<file path="src/rtl/mrv32_mem_arbiter_if.sv">
// Signal bundle between the two requesters, the arbiter and memory port B.
// Handshake: a request transfers on a cycle where mX_valid && mX_ready; the requester holds
// addr/wdata/wstrb stable while valid is high and ready is low. The memory side always accepts.
interface mrv32_mem_arbiter_if #(
  parameter int ADDR_WIDTH = 16
);
  logic                  m0_valid;
  logic [ADDR_WIDTH-1:0] m0_addr;
  logic [31:0]           m0_wdata;
  logic [3:0]            m0_wstrb;
  logic                  m0_ready;
  logic [31:0]           m0_rdata;
  logic                  m0_rvalid;

  logic                  m1_valid;
  logic [ADDR_WIDTH-1:0] m1_addr;
  logic [31:0]           m1_wdata;
  logic [3:0]            m1_wstrb;
  logic                  m1_lock;
  logic                  m1_ready;
  logic [31:0]           m1_rdata;
  logic                  m1_rvalid;

  logic                  mem_valid;
  logic [ADDR_WIDTH-1:0] mem_addr;
  logic [31:0]           mem_wdata;
  logic [3:0]            mem_wstrb;
  logic [31:0]           mem_rdata;
  logic                  mem_rvalid;

  logic                  err_mismatch;
  logic [1:0]            state;

  modport slave (
    input  m0_valid, m0_addr, m0_wdata, m0_wstrb,
    output m0_ready, m0_rdata, m0_rvalid,
    input  m1_valid, m1_addr, m1_wdata, m1_wstrb, m1_lock,
    output m1_ready, m1_rdata, m1_rvalid,
    output mem_valid, mem_addr, mem_wdata, mem_wstrb,
    input  mem_rdata, mem_rvalid,
    output err_mismatch, state
  );

  modport master (
    output m0_valid, m0_addr, m0_wdata, m0_wstrb,
    input  m0_ready, m0_rdata, m0_rvalid,
    output m1_valid, m1_addr, m1_wdata, m1_wstrb, m1_lock,
    input  m1_ready, m1_rdata, m1_rvalid,
    input  mem_valid, mem_addr, mem_wdata, mem_wstrb,
    output mem_rdata, mem_rvalid,
    input  err_mismatch, state
  );
endinterface

</file>
<file path="src/rtl/mrv32_mem_arbiter.sv">
// Two-requester arbiter for memory port B: per-cycle grant (round-robin or M0 priority),
// M1 bus lock, read-return routing through a tag pipe, and sticky rvalid mismatch detection.
module mrv32_mem_arbiter #(
  parameter int ADDR_WIDTH = 16,
  parameter int RD_LATENCY = 2,
  parameter bit PRIO_MODE  = 1'b0
) (
  input  logic               clk,
  input  logic               rst,
  mrv32_mem_arbiter_if.slave bus
);
  localparam int QW = $clog2(RD_LATENCY + 1);

  // S_LOCKED implies M1 was the last grant.
  typedef enum logic [1:0] {
    S_LAST_M0 = 2'd0,
    S_LAST_M1 = 2'd1,
    S_LOCKED  = 2'd2
  } arb_state_t;

  arb_state_t            state;
  arb_state_t            state_next;
  logic                  gnt0;
  logic                  gnt1;
  logic                  rd_issue;
  logic [ADDR_WIDTH-1:0] addr_sel;
  logic [RD_LATENCY-1:0] tag_rd;
  logic [RD_LATENCY-1:0] tag_own;
  logic                  tail_rd;
  logic                  tail_own;
  logic                  rv0;
  logic                  rv1;
  logic [QW-1:0]         quiet;
  logic                  err;

  always_ff @(posedge clk) begin
    if (rst) state <= S_LAST_M1;
    else     state <= state_next;
  end

  always_comb begin
    gnt0       = 1'b0;
    gnt1       = 1'b0;
    state_next = state;
    if (!rst) begin
      // A lock only holds while M1 keeps m1_lock high; dropping it re-arbitrates at once.
      if (state == S_LOCKED && bus.m1_lock) begin
        gnt1 = bus.m1_valid;
      end else if (bus.m0_valid && bus.m1_valid) begin
        if (PRIO_MODE || state != S_LAST_M0) gnt0 = 1'b1;
        else                                 gnt1 = 1'b1;
      end else begin
        gnt0 = bus.m0_valid;
        gnt1 = bus.m1_valid;
      end

      if (gnt1)                                   state_next = bus.m1_lock ? S_LOCKED : S_LAST_M1;
      else if (gnt0)                              state_next = S_LAST_M0;
      else if (state == S_LOCKED && !bus.m1_lock) state_next = S_LAST_M1;
    end
  end

  always_comb begin
    addr_sel      = '0;
    bus.mem_wdata = '0;
    bus.mem_wstrb = '0;
    if (gnt0) begin
      addr_sel      = bus.m0_addr;
      bus.mem_wdata = bus.m0_wdata;
      bus.mem_wstrb = bus.m0_wstrb;
    end else if (gnt1) begin
      addr_sel      = bus.m1_addr;
      bus.mem_wdata = bus.m1_wdata;
      bus.mem_wstrb = bus.m1_wstrb;
    end
    bus.mem_addr  = addr_sel;
    bus.mem_valid = gnt0 | gnt1;
    bus.m0_ready  = gnt0;
    bus.m1_ready  = gnt1;
    rd_issue      = (gnt0 | gnt1) && (bus.mem_wstrb == 4'b0000);
  end

  always_ff @(posedge clk) begin
    if (rst) begin
      tag_rd  <= '0;
      tag_own <= '0;
    end else begin
      tag_rd[0]  <= rd_issue;
      tag_own[0] <= gnt1;
      for (int i = 1; i < RD_LATENCY; i++) begin
        tag_rd[i]  <= tag_rd[i-1];
        tag_own[i] <= tag_own[i-1];
      end
    end
  end

  assign tail_rd  = tag_rd[RD_LATENCY-1];
  assign tail_own = tag_own[RD_LATENCY-1];

  // Reads in flight at reset still come back; the quiet window hides them from the checker.
  always_ff @(posedge clk) begin
    if (rst) begin
      quiet <= QW'(RD_LATENCY);
      err   <= 1'b0;
    end else if (quiet != '0) begin
      quiet <= quiet - QW'(1);
    end else if (bus.mem_rvalid != tail_rd) begin
      err <= 1'b1;
    end
  end

  always_comb begin
    rv0              = !rst && bus.mem_rvalid && tail_rd && !tail_own;
    rv1              = !rst && bus.mem_rvalid && tail_rd && tail_own;
    bus.m0_rvalid    = rv0;
    bus.m1_rvalid    = rv1;
    bus.m0_rdata     = rv0 ? bus.mem_rdata : 32'h0;
    bus.m1_rdata     = rv1 ? bus.mem_rdata : 32'h0;
    bus.err_mismatch = err;
    bus.state        = state;
  end
endmodule
</file>
<file path="src/flat_wrapper.sv">
// flat-port wrapper written by rule: the top's interface ports become plain ports
module mrv32_mem_arbiter_flat 
#(
  parameter int ADDR_WIDTH = 16,
  parameter int RD_LATENCY = 2,
  parameter bit PRIO_MODE  = 1'b0
)
  (clk, rst, bus_m0_valid, bus_m0_addr, bus_m0_wdata, bus_m0_wstrb, bus_m0_ready, bus_m0_rdata, bus_m0_rvalid, bus_m1_valid, bus_m1_addr, bus_m1_wdata, bus_m1_wstrb, bus_m1_lock, bus_m1_ready, bus_m1_rdata, bus_m1_rvalid, bus_mem_valid, bus_mem_addr, bus_mem_wdata, bus_mem_wstrb, bus_mem_rdata, bus_mem_rvalid, bus_err_mismatch, bus_state);
  mrv32_mem_arbiter_if #(.ADDR_WIDTH(ADDR_WIDTH)) bus_i ();
  input  logic clk;
  input  logic rst;
  input wire logic [$bits(bus_i.m0_valid)-1:0] bus_m0_valid;
  input wire logic [$bits(bus_i.m0_addr)-1:0] bus_m0_addr;
  input wire logic [$bits(bus_i.m0_wdata)-1:0] bus_m0_wdata;
  input wire logic [$bits(bus_i.m0_wstrb)-1:0] bus_m0_wstrb;
  output wire logic [$bits(bus_i.m0_ready)-1:0] bus_m0_ready;
  output wire logic [$bits(bus_i.m0_rdata)-1:0] bus_m0_rdata;
  output wire logic [$bits(bus_i.m0_rvalid)-1:0] bus_m0_rvalid;
  input wire logic [$bits(bus_i.m1_valid)-1:0] bus_m1_valid;
  input wire logic [$bits(bus_i.m1_addr)-1:0] bus_m1_addr;
  input wire logic [$bits(bus_i.m1_wdata)-1:0] bus_m1_wdata;
  input wire logic [$bits(bus_i.m1_wstrb)-1:0] bus_m1_wstrb;
  input wire logic [$bits(bus_i.m1_lock)-1:0] bus_m1_lock;
  output wire logic [$bits(bus_i.m1_ready)-1:0] bus_m1_ready;
  output wire logic [$bits(bus_i.m1_rdata)-1:0] bus_m1_rdata;
  output wire logic [$bits(bus_i.m1_rvalid)-1:0] bus_m1_rvalid;
  output wire logic [$bits(bus_i.mem_valid)-1:0] bus_mem_valid;
  output wire logic [$bits(bus_i.mem_addr)-1:0] bus_mem_addr;
  output wire logic [$bits(bus_i.mem_wdata)-1:0] bus_mem_wdata;
  output wire logic [$bits(bus_i.mem_wstrb)-1:0] bus_mem_wstrb;
  input wire logic [$bits(bus_i.mem_rdata)-1:0] bus_mem_rdata;
  input wire logic [$bits(bus_i.mem_rvalid)-1:0] bus_mem_rvalid;
  output wire logic [$bits(bus_i.err_mismatch)-1:0] bus_err_mismatch;
  output wire logic [$bits(bus_i.state)-1:0] bus_state;
  assign bus_i.m0_valid = bus_m0_valid;
  assign bus_i.m0_addr = bus_m0_addr;
  assign bus_i.m0_wdata = bus_m0_wdata;
  assign bus_i.m0_wstrb = bus_m0_wstrb;
  assign bus_m0_ready = bus_i.m0_ready;
  assign bus_m0_rdata = bus_i.m0_rdata;
  assign bus_m0_rvalid = bus_i.m0_rvalid;
  assign bus_i.m1_valid = bus_m1_valid;
  assign bus_i.m1_addr = bus_m1_addr;
  assign bus_i.m1_wdata = bus_m1_wdata;
  assign bus_i.m1_wstrb = bus_m1_wstrb;
  assign bus_i.m1_lock = bus_m1_lock;
  assign bus_m1_ready = bus_i.m1_ready;
  assign bus_m1_rdata = bus_i.m1_rdata;
  assign bus_m1_rvalid = bus_i.m1_rvalid;
  assign bus_mem_valid = bus_i.mem_valid;
  assign bus_mem_addr = bus_i.mem_addr;
  assign bus_mem_wdata = bus_i.mem_wdata;
  assign bus_mem_wstrb = bus_i.mem_wstrb;
  assign bus_i.mem_rdata = bus_mem_rdata;
  assign bus_i.mem_rvalid = bus_mem_rvalid;
  assign bus_err_mismatch = bus_i.err_mismatch;
  assign bus_state = bus_i.state;
  mrv32_mem_arbiter #(.ADDR_WIDTH(ADDR_WIDTH), .RD_LATENCY(RD_LATENCY), .PRIO_MODE(PRIO_MODE)) u_core (.clk(clk), .rst(rst), .bus(bus_i));
endmodule
</file>
<file path="config.mk">
export PLATFORM = sky130hd
export DESIGN_NAME = mrv32_mem_arbiter_flat
export DESIGN_NICKNAME = d
export VERILOG_FILES = /design/src/rtl/mrv32_mem_arbiter_if.sv /design/src/rtl/mrv32_mem_arbiter.sv /design/src/flat_wrapper.sv
export SDC_FILE = /design/constraint.sdc
export NUM_CORES = 1
export LEC_CHECK = 0
export CAP_MARGIN = 20
export CORE_AREA = 2 2 104 106
export DETAILED_ROUTE_END_ITERATION = 10
export DIE_AREA = 0 0 106 108
export HOLD_SLACK_MARGIN = 0.1
export PLACE_DENSITY = 0.62
export SLEW_MARGIN = 20
export SYNTH_ARGS = -nofsm -noshare
export SYNTH_HDL_FRONTEND = slang
export SYNTH_SLANG_ARGS = --single-unit
</file>
<file path="constraint.sdc">
create_clock -name clk -period 1.6 [get_ports clk]
set_input_delay 0.16 -clock clk [delete_from_list [all_inputs] [get_ports clk]]
set_output_delay 0.16 -clock clk [all_outputs]
set_load 0.005 [all_outputs]
</file>
==> results of run 1 <==
[per-layer routing]
metal / part of all wire [%] / vias up / global-route usage [%] / wire [µm]
met5: 0 / - / 0 / 0
met4: 1.3 / 0 / 3.20 / 131
met3: 7.8 / 12 / 4.82 / 812
met2: 56 / 141 / 33.1 / 5750
met1: 35 / 1218 / 15.8 / 3660
li1: - / 1299 / - / -
[repair_timing]
action,in CTS,in global routing
gates cloned,14,4
buffers inserted,30,8
pin swaps,37,35
setup endpoints to repair,121,118
gates resized for setup,431,136
[worst max-delay path, delay by kind of cell, from the launching register on]
| kind | cells | cell delay, ns |
|---|---|---|
| DFF | 1 | 0.36 |
| buffers and inverters | 5 | 0.58 |
| muxes | 1 | 0.31 |
| AOI/OAI and AO/OA | 2 | 0.27 |
[layout make-up]
class                   count  area [µm²]  area share [%]
clock inverters             1        5.00           0.107
diodes                      1        2.50          0.0536
repair buffers            327        3030            65.0
clock buffers               3        41.3           0.885
multi-input cells         153        1210            26.0
well taps                 136         170            3.65
flip-flops and latches      9         186            3.99
inverters                   4        15.0           0.322
[kinds of logic (layout without fill, tap and decap cells)]
| logic type | Yosys count | count (layout) |
|---|---|---|
| compound gates | 58 | 58 |
| xor+xnor | 2 | 2 |
| fa+ha+maj | 1 | 1 |
| buf+inv | 21 | 335 |
| flops | 9 | 9 |
| mux | 2 | 2 |
| other cells | 0 | 1 |
| simple gates | 90 | 90 |
[report_power, final]
group,internal (mW),switching [mW]
combinational,0.722,0.346
clock,0.170,0.0957
sequential,0.264,0.0213
[cells in the mapped netlist (all sizes together)]
cell / n
clkbuf: 5
a22o: 52
nor3b: 1
ha: 1
nand2: 2
nor3: 3
or4: 1
nor2b: 2
mux2i: 1
and3b: 1
buf: 12
inv: 4
a21oi: 4
nor4: 3
and2b: 1
xor2: 2
nor2: 4
and2: 66
nor4b: 1
mux2: 1
o221a: 1
o21ai: 1
nand2b: 2
or2: 3
dfxtp: 9
[state kept, by name (all words and copies together), names as in the netlist]
name and flops:
u_core.bus.err_mismatch 1, u_core.tag_own 2, u_core.bus.state 2, u_core.quiet 2
u_core.tag_rd 2
[per-stage QoR]
step | std cells | area [µm²] | TNS, ns | utilization (%) | total power, mW
2_1_floorplan | 183 | 1430 | 0 | - | 0.579
3_3_place_gp | 585 | 4340 | -63.67 | 42.4 | 1.23
3_5_place_dp | 585 | 4340 | -63.61 | 42.4 | 1.25
4_1_cts | 633 | 4810 | -16.09 | 47.0 | 1.66
5_1_grt | 634 | 4670 | -19.25 | 45.6 | 1.73
6_report | 634 | 4670 | -12.58 | 45.6 | 1.62
[how the worst min path moves through the flow]
| stage | startpoint | to | depth (start not counted) |
|---|---|---|---|
| 6_report | bus_m0_valid | u_core.bus.state[0] | 2 |
| 5_1_grt | bus_m0_valid | u_core.bus.state[0] | 2 |
| 2_1_floorplan | bus_m0_valid | u_core.bus.state[0] | 1 |
| 3_5_place_dp | u_core.tag_rd[0] | u_core.tag_rd[1] | 1 |
| 4_1_cts | bus_m0_valid | u_core.bus.state[0] | 2 |
| 3_3_place_gp | u_core.tag_rd[0] | u_core.tag_rd[1] | 1 |
==> results by group, run 1 <==
Status
  • Outcome: finished, violations left
  • Failing checks: setup timing

CTS
  • Hold-fix buffers, CTS: 0
  • Clock latency on the worst-skew pair: 0.24 ns
  • H-tree depth: 1
  • Root Driver: clkbuf_8
  • Clk slew on worst S/H paths: 0.05 ns
  • Cts bufs inserted: 3
  • Clock buffer depth: 2
  • Clock sink count: 9
  • CTS tree: yes

Critical path
  • Req. time, crit path: 1.44 ns
  • Crit path from: u_core.bus.state[1]
  • Startpoint Class: register
  • Delay of the slowest critical-path stage: about 0.36 ns
  • RR Startpoint: u_core.bus.state[1]
  • R2r endpoint: u_core.tag_rd[0]
  • Crit path to: bus_mem_wdata[24]
  • CP Max Fanout: 6
  • CP Capture Type: output pin
  • Crit path kind: register to output pin
  • Setup slack, reg-to-reg: 0.07 ns
  • Arrival time at the worst endpoint: 1.74 ns
  • CP Cell Sequence: mux2_4, a21oi_4, buf_6, buf_6, buf_12, buf_12, a22o_1, buf_2
  • FF-to-FF path depth: 5
  • Crit path max-delay cell type: dfxtp_4

Floorplan
  • Die width: 106 µm
  • Core ar.: ~10000 µm²
  • Placement row count: 37
  • Num ports: around 270
  • Chip height: ~110 µm
  • Die area: 11400 µm²
  • Initial core utilization: 14.0%

Worst hold path
  • Hold Path Class: input port to register

Yosys
  • Syn Std Cell Area: 1430 µm²
  • Yosys reg bits: 9
  • Library cells used by synthesis: 28
  • Mux cell area share after synthesis: under 10%
  • Mapped Nets: 326
  • Average cell area after synthesis: 7.80 µm²
  • Post-synthesis compound-gate area fraction: 35.2%
  • Area leader, netlist: a22o_1
  • Synth area leaders: a22o_1 (32%), and2_1 (29%), dfxtp_1 (13%)
  • Synth Area in XOR/XNOR: 1.23%
  • Largest family of logic cells by synthesized area: simple AND/OR/NAND/NOR gates
  • Synth Area in Simple Gates: 39.8%
  • Mapped Cells: between 150 and 200
  • Adder-cell share of the synthesized area: 0.876%
  • YS warnings: 0
  • Synth top area share: 31.9%
  • Sequential fraction of the synthesis area: about an eighth

GRT
  • Largest net degree at the start of global routing: 18
  • All-layer global routing usage: between 10% and 20%
  • Vias in the first global route: 2793
  • GRT Residual Overflow: 0
  • Global-route wire length before repair: 14600 µm
  • Initial antenna violation count: 2

Timing
  • Skew final: 0.00522 ns
  • Fin. Hold Viols: 0
  • Pins over their slew limit: 0
  • Slew margin rel.: 61.3%
  • Hold_ws: 0.379 ns
  • Fin worst setup slack: -0.303 ns
  • Unrepaired setup endpoints after global routing: yes
  • Setup violators final: 67
  • Final period util: 119%
  • Fmax: 525 MHz
  • Final min period: 1.90 ns
  • Slew at the pin with the worst max-slew slack: 0.575 ns

Cells and area
  • Synth-to-layout area growth: 227%
  • Commonest non-fill, non-tap cell in the layout: clkdlybuf4s50_1
  • Fillers: 1043
  • Layout cell share with drive strength beyond 1: 44.5%
  • Nets: 641
  • Most frequent cells in the layout: clkdlybuf4s50_1 (139), buf_2 (84), a22o_1 (52)

Routing
  • Avg WL per Cell: roughly 16 µm
  • 1st-pass router iterations: 4
  • DRC viols: 0
  • Vias per inst: 4.21
  • Number of DRC markers in iteration 0: 77
  • Routed Antenna Nets: 0
  • Vias: about 2700
  • Routed WL: 10400 µm

Pwr
  • Leakage power: 2.31 nW
  • Max VDD drop: 0.000233 V
  • Pwr/cell area: roughly 350 nW/µm²

Place
  • Pre-CTS WS: -0.654 ns
  • Routability cong.: 0.795
  • Post-DP HPWL: 7190 µm
  • PortBufs: about 270

Job
  • # Max-Cap Violations: 0
No activity file was read; power rests on OpenSTA's default activity.
==> run 2: changes to the inputs <==
Settings changed: CAP_MARGIN 20 to not set.
==> results of run 2 <==
Final layout, timing and power as in run 1 (identical DEF).
==> run 3: changes to the inputs <==
Settings changed: CORE_AREA 2 2 104 106 to 2 2 103 105, DIE_AREA 0 0 106 108 to 0 0 105 107, DONT_BUFFER_PORTS set to 1, PLACE_DENSITY 0.62 to 0.3.
==> run 3 against run 2 <==
- the flow still finishes with violations (setup timing)
- largest power group unchanged
- die area decreased by 1.9%
- critical path type unchanged
- register-to-register slack improved by 0.02 ns
- hold slack got worse by 0.27 ns
- utilization decreased by 26 points
- flip-flop and latch count unchanged
- sequential share of layout area increased by 5.2 points
- critical path depth decreased by 3
- clock power decreased by 3%
- global-route usage decreased by 4.0 points
- worst setup slack improved by 0.20 ns
==> results by group, run 3 (synthesis results as in run 1) <==
Critical path
  • CP Max Fanout: 7 (was 6)
  • Crit path kind: register to output pin (unchanged)
  • Arrival time at the worst endpoint: 1.55 ns (was 1.74 ns)
  • Crit path from: u_core.bus.state[1] (unchanged)
  • Setup slack, reg-to-reg: 0.09 ns (was 0.07 ns)
  • Req. time, crit path: 1.44 ns (about the same)
  • CP Capture Type: output pin (unchanged)
  • FF-to-FF path depth: 5 (unchanged)
  • Startpoint Class: register (unchanged)
  • Crit path to: bus_mem_wdata[30] (was bus_mem_wdata[24])
  • RR Startpoint: u_core.bus.state[1] (unchanged)
  • R2r endpoint: u_core.tag_rd[0] (unchanged)

Pwr
  • Pwr/cell area: 517 nW/µm² (was 347 nW/µm²)
  • Max VDD drop: 0.000271 V (was 0.000233 V)
  • Leakage power: 0.817 nW (was 2.31 nW)

Timing
  • Final period util: 107% (was 119%)
  • Slew margin rel.: 63.4% (was 61.3%)
  • Pins over their slew limit: 0 (unchanged)
  • Slew at the pin with the worst max-slew slack: 0.544 ns (was 0.575 ns)
  • Fmax: 586 MHz (was 525 MHz)
  • Fin worst setup slack: -0.107 ns (was -0.303 ns)
  • Final min period: 1.71 ns (was 1.90 ns)
  • Unrepaired setup endpoints after global routing: yes (unchanged)
  • Fin. Hold Viols: 0 (unchanged)
  • Setup violators final: 54 (was 67)
  • Skew final: 0.00208 ns (was 0.00522 ns)

CTS
  • Clock buffer depth: 2 (unchanged)
  • Clock sink count: 9 (unchanged)
  • Clk slew on worst S/H paths: 0.04 ns (was 0.05 ns)
  • CTS tree: yes (unchanged)
  • H-tree depth: 1 (unchanged)
  • Clock latency on the worst-skew pair: 0.23 ns (was 0.24 ns)
  • Root Driver: clkbuf_8 (unchanged)
  • Cts bufs inserted: 3 (unchanged)

Cells and area
  • Post-route non-filler standard cell count: 330 (was 634)
  • Nets: 338 (was 641)
  • Most frequent cells in the layout: and2_1 (65), a22o_1 (48), buf_4 (7), dfxtp_1 (7) (was clkdlybuf4s50_1 (139), buf_2 (84), a22o_1 (52))
  • Synth-to-layout area growth: 38.7% (was 227%)
  • Fillers: 1109 (was 1043)
  • Commonest non-fill, non-tap cell in the layout: and2_1 (was clkdlybuf4s50_1)
  • N_diodes: 0 (was 1)
  • Layout cell share with drive strength beyond 1: 21.6% (was 44.5%)

Place
  • PortBufs: 0 (was 265)
  • Placed insts: 308 (was 585)
  • Pre-CTS WS: 0.0708 ns (was -0.654 ns)
  • Routability cong.: 0.828 (was 0.795)
  • Post-DP HPWL: 6010 µm (was 7190 µm)

Floorplan
  • Die area: 11200 µm² (was 11400 µm²)
  • Placement row count: 37 (unchanged)
  • Die width: 105 µm (was 106 µm)
  • Num ports: 266 (unchanged)
  • Initial core utilization: 14.1% (was 14.0%)
  • Chip height: 107 µm (was 108 µm)
  • Core ar.: 10100 µm² (was 10200 µm²)

Worst hold path
  • Hold Path Class: input port to register (unchanged)

Routing
  • Routed WL: 8420 µm (was 10400 µm)
  • Vias per inst: 4.86 (was 4.21)
  • Avg WL per Cell: 25.5 µm (was 16.3 µm)
  • Vias: 1604 (was 2670)
  • Number of DRC markers in iteration 0: 49 (was 77)
  • Routed Antenna Nets: 0 (unchanged)
  • 1st-pass router iterations: 4 (unchanged)
  • DRC viols: 0 (unchanged)

GRT
  • GRT Residual Overflow: 0 (unchanged)
  • Global-route wire length before repair: 10000 µm (was 14600 µm)
  • Initial antenna violation count: 0 (was 2)
  • Vias in the first global route: 1522 (was 2793)
  • All-layer global routing usage: 12.1% (was 16.1%)
  • Largest net degree at the start of global routing: 34 (was 18)

Job
  • # Max-Cap Violations: 0 (unchanged)

Status
  • Outcome: finished, violations left (unchanged)
  • Failing checks: setup timing (unchanged)
## run 3: changes by cell type in the layout (fill, tap and decap cells not counted), sizes merged
cell	before	now
clkbuf	24	8
dlygate4sd2	5	0
diode	1	0
dlygate4sd3	0	2
clkdlybuf4s50	139	0
buf	162	18
clkinv	1	0
## run 3: layout make-up
| type | count | area, µm² | share of cell area (%) |
|---|---|---|---|
| inverters | 4 | 15.0 | 0.759 |
| well taps | 136 | 170 | 8.60 |
| flip-flops and latches | 9 | 183 | 9.23 |
| multi-input cells | 153 | 1170 | 59.4 |
| repair buffers | 24 | 392 | 19.8 |
| clock buffers | 4 | 45.0 | 2.28 |
## run 3: per-layer routing
layer	track usage [%]	vias up	share of wire (%)
met5	0	-	0
met4	3.71	0	2.1
met3	3.53	10	9.3
met2	26.4	164	59
met1	10.3	744	30
li1	-	686	-
## run 3: through the flow
stage,TNS (ns),cell area (µm²),utilization [%],total power [mW],hold WS (ns)
final,-4.83,1980,19.6,1.02,0.105
after global routing,-8.66,1980,19.6,1.10,0.105
after CTS,-6.96,1860,18.4,0.995,0.104
after detailed placement,0,1570,15.5,0.635,0.236
after global placement,0,1570,15.5,0.630,0.234
after floorplan,0,1430,-,0.579,0.272
## run 3: how the worst min path moves through the flow
stage / startpoint / end / slack (ns) / cells past startpoint
finish: bus_m1_valid / u_core.bus.state[1] / 0.10 / 2
CTS: bus_m1_valid / u_core.bus.state[1] / 0.10 / 2
floorplan: bus_m0_valid / u_core.bus.state[0] / 0.27 / 1
global placement: rst / u_core.bus.err_mismatch / 0.23 / 1
detailed placement: rst / u_core.tag_own[1] / 0.24 / 1
global route: bus_m1_valid / u_core.bus.state[1] / 0.10 / 2
## run 3: power breakdown
part / switching (mW) / internal [mW] / total [mW] / leakage, nW
clock network: 0.0839 / 0.173 / 0.257 / 0.0228
logic: 0.224 / 0.255 / 0.480 / 0.720
registers: 0.0214 / 0.265 / 0.286 / 0.0747
## run 3: repair_timing
item | CTS | global route
gates resized for setup | 13 | 5
setup buffers | 5 | 2
endpoints found under the setup margin | 54 | 54
hold buffers | 2 | 0
pin swaps | 11 | 14
endpoints found under the hold margin | 7 | 0
gates cloned | 5 | 5
## run 3: worst max-delay path, stage by stage, from the launching register on
cell and delay, ns:
dfxtp_2 0.33, mux2_4 0.32, a21oi_4 0.19, buf_6 0.16
clkbuf_16 0.16, a22o_1 0.16
